## src/rtl/clut_pkg.sv

```systemverilog
// clut_pkg: state encoding and channel geometry shared by the CLUT write-port controller.
`default_nettype none

package clut_pkg;

  typedef enum logic [1:0] {
    IDLE  = 2'd0,
    LOAD  = 2'd1,
    DRAIN = 2'd2
  } clut_wr_state_t;

  localparam int CHANW = 4;
  localparam int NCHAN = 3;

endpackage

`default_nettype wire

```

## src/rtl/clut_fade.sv

```systemverilog
// clut_fade: combinational 3-channel brightness scaler, each channel becomes (c*(level+1))>>4.
`default_nettype none

module clut_fade
  import clut_pkg::*;
(
  input  logic [NCHAN*CHANW-1:0] i_colr,
  input  logic [CHANW-1:0]       i_level,
  output logic [NCHAN*CHANW-1:0] o_colr
);

  logic [2*CHANW-1:0] w_lvl1;

  assign w_lvl1 = {{CHANW{1'b0}}, i_level} + (2*CHANW)'(1);

  for (genvar ch = 0; ch < NCHAN; ch++) begin : g_chan
    logic [2*CHANW-1:0] w_chan;
    assign w_chan = {{CHANW{1'b0}}, i_colr[ch*CHANW +: CHANW]};
    // 15*16 fits in 2*CHANW bits, so the shifted product never overflows a channel
    assign o_colr[ch*CHANW +: CHANW] = CHANW'((w_chan * w_lvl1) >> CHANW);
  end

endmodule

`default_nettype wire

```

## src/rtl/clut_write_ctrl.sv

```systemverilog
// clut_write_ctrl: arbitrates host and ROM bulk-load writes onto the CLUT write port during blanking.
// Optional feature macro: CLUT_FADE_EN (adds fade_level and the clut_fade colour scaler).
`default_nettype none

module clut_write_ctrl
  import clut_pkg::*;
#(
  parameter int COLRW = 12,
  parameter int CIDXW = 4
) (
  input  logic             clk,
  input  logic             rst,
  input  logic             blank,
  input  logic             host_valid,
  output logic             host_ready,
  input  logic [CIDXW-1:0] host_idx,
  input  logic [COLRW-1:0] host_colr,
  input  logic             load_start,
  output logic             load_busy,
  output logic             load_done,
  output logic [CIDXW-1:0] rom_addr,
  input  logic [COLRW-1:0] rom_data,
`ifdef CLUT_FADE_EN
  input  logic [3:0]       fade_level,
`endif
  output logic             we,
  output logic [CIDXW-1:0] cidx_write,
  output logic [COLRW-1:0] colr_in
);

  clut_wr_state_t   r_state;
  logic [CIDXW-1:0] r_cnt;
  logic             r_iss_v;
  logic             r_iss_last;
  logic [CIDXW-1:0] r_iss_idx;
  logic             r_we;
  logic [CIDXW-1:0] r_cidx;
  logic [COLRW-1:0] r_colr;
  logic             r_load_done;

  logic             w_host_fire;
  logic             w_wr;
  logic [COLRW-1:0] w_colr_sel;
  logic [COLRW-1:0] w_colr_out;

  // rst gating keeps the handshake closed while the block is held in reset
  assign host_ready  = blank && (r_state == IDLE) && !load_start && !rst;
  assign w_host_fire = host_valid && host_ready;
  assign w_wr        = w_host_fire || r_iss_v;
  assign w_colr_sel  = w_host_fire ? host_colr : rom_data;

`ifdef CLUT_FADE_EN
  clut_fade u_fade (
    .i_colr  (w_colr_sel),
    .i_level (fade_level),
    .o_colr  (w_colr_out)
  );
`else
  assign w_colr_out = w_colr_sel;
`endif

  always_ff @(posedge clk or posedge rst) begin
    if (rst) begin
      r_state     <= IDLE;
      r_cnt       <= '0;
      r_iss_v     <= 1'b0;
      r_iss_last  <= 1'b0;
      r_iss_idx   <= '0;
      r_we        <= 1'b0;
      r_cidx      <= '0;
      r_colr      <= '0;
      r_load_done <= 1'b0;
    end else begin
      r_iss_v     <= 1'b0;
      r_iss_last  <= 1'b0;
      r_we        <= w_wr;
      r_load_done <= r_iss_v && r_iss_last;
      if (w_wr) begin
        r_cidx <= w_host_fire ? host_idx : r_iss_idx;
        r_colr <= w_colr_out;
      end
      case (r_state)
        IDLE: begin
          if (load_start) begin
            r_state <= LOAD;
            r_cnt   <= '0;
          end
        end
        LOAD: begin
          // issued addresses always complete; ROM data arrives one cycle after issue
          if (blank) begin
            r_iss_v    <= 1'b1;
            r_iss_idx  <= r_cnt;
            r_iss_last <= (r_cnt == {CIDXW{1'b1}});
            r_cnt      <= r_cnt + 1'b1;
            if (r_cnt == {CIDXW{1'b1}}) begin
              r_state <= DRAIN;
            end
          end
        end
        DRAIN: begin
          if (r_load_done) begin
            r_state <= IDLE;
          end
        end
        default: r_state <= IDLE;
      endcase
    end
  end

  assign rom_addr   = r_cnt;
  assign load_busy  = (r_state != IDLE);
  assign load_done  = r_load_done;
  assign we         = r_we;
  assign cidx_write = r_cidx;
  assign colr_in    = r_colr;

endmodule

`default_nettype wire
```

## config.mk

```make
export PLATFORM = sky130hd
export DESIGN_NAME = clut_write_ctrl
export DESIGN_NICKNAME = d
export VERILOG_FILES = /design/src/rtl/clut_pkg.sv /design/src/rtl/clut_fade.sv /design/src/rtl/clut_write_ctrl.sv
export SDC_FILE = /design/constraint.sdc
export NUM_CORES = 1
export LEC_CHECK = 0
export CORE_MARGIN = 5
export CORE_UTILIZATION = 42
export CTS_BUF_LIST = sky130_fd_sc_hd__clkbuf_16
export CTS_CLUSTER_SIZE = 30
export DETAILED_ROUTE_END_ITERATION = 7
export PLACE_DENSITY = 0.78
export SLEW_MARGIN = 10
export SYNTH_ARGS = -nofsm -noshare
export SYNTH_HDL_FRONTEND = slang
export SYNTH_HIERARCHICAL = 1
export SYNTH_SLANG_ARGS = --single-unit
```

## constraint.sdc

```tcl
create_clock -name clk -period 2.1 [get_ports clk]
set_input_delay 0.525 -clock clk [delete_from_list [all_inputs] [get_ports clk]]
set_output_delay 0.525 -clock clk [all_outputs]
set_load 0.01 [all_outputs]
```

; Yosys cells after proc, flatten, opt, wreduce, memory -nomap -nowiden
; Cells that the tools add are included.
[word_totals]
wordCells = 45
regBits = 30
output_inout_bits = 24
[op_classes]
eq_ne = 7
reduce_logical = 14
n_addsub = 1
muxes = 14
[ops]
columns = operator, count
row1 = two-way mux 12 bit, 1
row2 = two-way mux 4 bit, 3
row3 = two-way mux 2 bit, 4
row4 = "!= test 2 bit, second input constant", 4
row5 = case mux 4 bit (2 select lines), 1
row6 = case mux 2 bit (3 select lines), 1
row7 = logical AND 1 bit, 5
row8 = "adder 4 x 1 -> 4 bit, second input constant", 1
row9 = "equality test 4 bit, second input constant", 1
row10 = two-way mux 1 bit, 4
row11 = AND reduction 4 bit, 1
row12 = nonzero test 2 bit, 2
row13 = AND reduction 3 bit, 1
row14 = "equality test 2 x 1 -> 1 bit, second input constant", 1
row15 = "equality test 2 bit, second input constant", 1
row16 = logical NOT 1 bit, 2
row17 = logical NOT 2 bit, 1
row18 = AND reduction 2 bit, 1
row19 = logical OR 1 bit, 1

; Longest topological paths before layout
[logic_depth]
word_depth = 6
ltp_mapped = 5

; Worst setup path after synthesis
; Ideal clock, no wire load.
[synth_path]
kind = input -> register
startpoint = in load_start
endpoint = reg r_colr[0] (netlist: colr_in[0])
t_arrival_ns = 1.702
required_time_ns = 1.975
slack_ns = 0.273
path_stages = 5
setup_time_ns = 0.125
cell_sequence = nand2b_1 > or4_4 > buf_6 > buf_12 > mux2_4
[synth_between]
elab_chain_len = 5
word_cells_on_any_way = 6
cone_classes = 1 x mux / 5 x reduce/logical
[synth_lines]
columns = element, line_no
row1 = "start, declared", clut_write_ctrl.sv:18  ; input logic load_start,
row2 = logical NOT 1 bit (*), clut_write_ctrl.sv:47  ; assign host_ready = blank && (r_state == IDLE) && !load_start && !rst;
row3 = logical AND 1 bit (*) (2 in series), clut_write_ctrl.sv:47
row4 = logical AND 1 bit (*), clut_write_ctrl.sv:48  ; assign w_host_fire = host_valid && host_ready;
row5 = two-way mux 12 bit / logical OR 1 bit (equally long branches), "clut_write_ctrl.sv:50, clut_write_ctrl.sv:49"
row6 = "end signal, assigned", clut_write_ctrl.sv:80  ; r_colr <= w_colr_out;
row7 = "end, declared", clut_write_ctrl.sv:38  ; logic [COLRW-1:0] r_colr;
; Mark *: on every way between the ends. The rest lies on a longest branch, timed or not.
; A chain may end at the register's enable or synchronous reset.

; Worst setup path after layout
; Ends and elaborated chain as after synthesis.

==> impl_metrics.json <==
{
  "die_h_um": 68.5,
  "top_layer": "met4",
  "drive_above_1_share_pct": 30.4,
  "setup_viol": 0,
  "antenna_cells": 0,
  "area_delta_synth_final_pct": 54.0,
  "std_cell_rows": 21,
  "crit_required_ns": 2.25,
  "yosysTopAreaCell": "dfrtp_1",
  "final_util_pct": 66.7,
  "hold_ws_ns": 0.453,
  "dieArea_um2": 4690,
  "h-tree-depth": 2,
  "postRouteAntennaNets": 0,
  "root_buffer": "clkbuf_16",
  "grt_setup_unrepaired": "no",
  "synth_fp_nets": 137,
  "wl_met1_um": 1390,
  "ios": 57,
  "dr.pass1.iters": 4,
  "grt_pass1_vias": 1158,
  "ys_types": 28,
  "final_nets": 201,
  "vias": 1041,
  "fillCellCount": 282,
  "grt.total_usage_pct": 15.4,
  "hp-class": "register to register",
  "ys_seq_area_share_pct": 52.3,
  "overflow": 0,
  "hold_path.startpoint": "load_done",
  "hold_viol_final": 0,
  "antenna_found_initial": 0,
  "tns_ns": 0,
  "gp_congestion": 0.793,
  "rrSetupSlack_ns": 0.33,
  "holdPathEnd": "r_state[1]",
  "peakVddDrop_mv": 0.535,
  "wl_per_cell_um": 15.3,
  "cts.sinks": 30,
  "drc": 0,
  "final_common_cell": "clkdlybuf4s50_1",
  "p_per_area_nw_per_um2": 1210,
  "avgSynthCellArea_um2": 13.9,
  "clkTransAtPathRegs_ns": 0.05,
  "clockBufferDepth": 2,
  "crit_fanout": 17,
  "start_util_pct": 43.3,
  "mostFrequentLayoutCells": "clkdlybuf4s50_1 (55), dfrtp_1 (30), mux2_2 (27)",
  "worstRegToRegCells": 3,
  "critPathArrivalTime_ns": 2.15,
  "cap_violations": 0,
  "r2r-start": "r_state[0]",
  "max-slew-margin-rel_pct": 74.5,
  "status": "finished, final reports clean",
  "fin_skew_ns": 0.00197,
  "cts_made_buffers": 5,
  "slew_viol_final": 0,
  "cp-start-kind": "input port",
  "p_leak_nw": 0.981,
  "synthTopCellsByArea": "dfrtp_1 (52%), mux2_2 (21%), mux2_4 (9.4%)",
  "worst_pin_slew_ns": 0.382,
  "crit_type": "input port to register",
  "wl_met2_um": 1560,
  "fin_crit_ns": 2.00,
  "yosysWarnings": 6,
  "synth_top_area_share_pct": 52.3,
  "r2r-end": "colr_in[0]",
  "whs_path_depth": 1,
  "viasPerCell": 4.86,
  "cts_tree": "yes",
  "place.port_buffers": 56,
  "synth-seq-cells": 30,
  "min_period_over_period_pct": 95.2,
  "drt-total-wl_um": 3270,
  "core-area_um2": 3310,
  "first_iter_violations": 68,
  "grt_first_pass_wirelength_um": 5300,
  "die_x_um": 68.5,
  "synth.cell_area_um2": 1440,
  "end_kind": "register",
  "insertion_delay_ns": 0.27,
  "syn_inst": 103,
  "grt_max_degree": 31,
  "routed-wl-met3_um": 301,
  "hpwl_um": 2400,
  "max_freq_mhz": 500
}
==> area by class of cell <==
| cell class | count | area (um^2) | share of cell area (%) |
|---|---|---|---|
| flip-flops and latches | 30 | 751 | 34.0 |
| multi-input cells | 65 | 631 | 28.5 |
| repair buffers | 61 | 593 | 26.8 |
| clock buffers | 5 | 125 | 5.66 |
| well taps | 46 | 57.6 | 2.60 |
| clock inverters | 3 | 37.5 | 1.70 |
| inverters | 4 | 15.0 | 0.680 |
==> worst max-delay path: stages <==
cell and delay [ns]:
clkdlybuf4s50_1 0.42, nand2b_1 0.17, or4_4 0.66, mux2_4 0.36
==> how the worst max path moves through the flow <==
stage                    start         end  slack, ns
floorplan           load_start  colr_in[0]       0.27
global placement    load_start  host_ready      -0.24
detailed placement  load_start  host_ready      -0.29
CTS                 load_start  host_ready     0.0008
global route        load_start  colr_in[0]       0.06
finish              load_start  colr_in[0]       0.10
==> through the flow <==
step	power (mW)	cells	instance area (um^2)	setup slack [ns]
2_1_floorplan	1.42	103	1440	0.273
3_3_place_gp	1.87	206	2050	-0.239
3_5_place_dp	1.90	206	2050	-0.292
4_1_cts	2.70	214	2210	0.000769
5_1_grt	2.82	214	2210	0.0630
6_report	2.67	214	2210	0.101
==> sequential cells by signal (all words and copies together) (netlist names) <==
| name | cells |
|---|---|
| colr_in | 12 |
| r_iss_last | 1 |
| r_state | 2 |
| we | 1 |
| rom_addr | 4 |
| load_done | 1 |
| cidx_write | 4 |
| r_iss_idx | 4 |
| r_iss_v | 1 |
==> power by group <==
group / total, mW / switching (mW) / leakage (nW) / internal, mW
clock: 0.778 / 0.229 / 0.0864 / 0.549
combinational: 0.954 / 0.326 / 0.535 / 0.628
sequential: 0.934 / 0.154 / 0.360 / 0.780
==> logic make-up after synthesis <==
group / share of synthesized area (%)
simple gates: 8.02
flops: 52.3
fa+ha+maj: 0.872
buf+inv: 3.75
mux: 32.0
compound gates: 3.05
==> synthesized netlist by cell type <==
| master | instances |
|---|---|
| or3b_2 | 1 |
| nand4_1 | 1 |
| nor2b_1 | 1 |
| mux2i_1 | 2 |
| or2_4 | 1 |
| o21bai_1 | 1 |
| buf_6 | 1 |
| ha_1 | 1 |
| nand2b_1 | 2 |
| buf_1 | 1 |
| o22ai_1 | 1 |
| inv_1 | 4 |
| and2_1 | 2 |
| and2b_1 | 1 |
| dfrtp_1 | 30 |
| nor3_1 | 1 |
| clkbuf_1 | 1 |
| or4_4 | 1 |
| o31ai_1 | 1 |
| nor2_1 | 2 |
| nand3b_1 | 1 |
| buf_12 | 1 |
| o21ai_0 | 3 |
| nand2_1 | 3 |
| mux2_4 | 9 |
| mux2_2 | 27 |
| nand3_1 | 2 |
| o211ai_1 | 1 |
==> routing by layer <==
metal | GRT usage, % | up-vias
met3 | 5.25 | 2
met5 | 0 | -
met2 | 24.7 | 46
li1 | - | 492
met1 | 19.3 | 501
met4 | 5.21 | 0
==> repair_timing <==
action,CTS,global route
setup endpoints to repair,1,1
resized for setup,2,2
setup buffers,0,0
hold buffers,0,0
No activity file was read; power rests on OpenSTA's default activity.
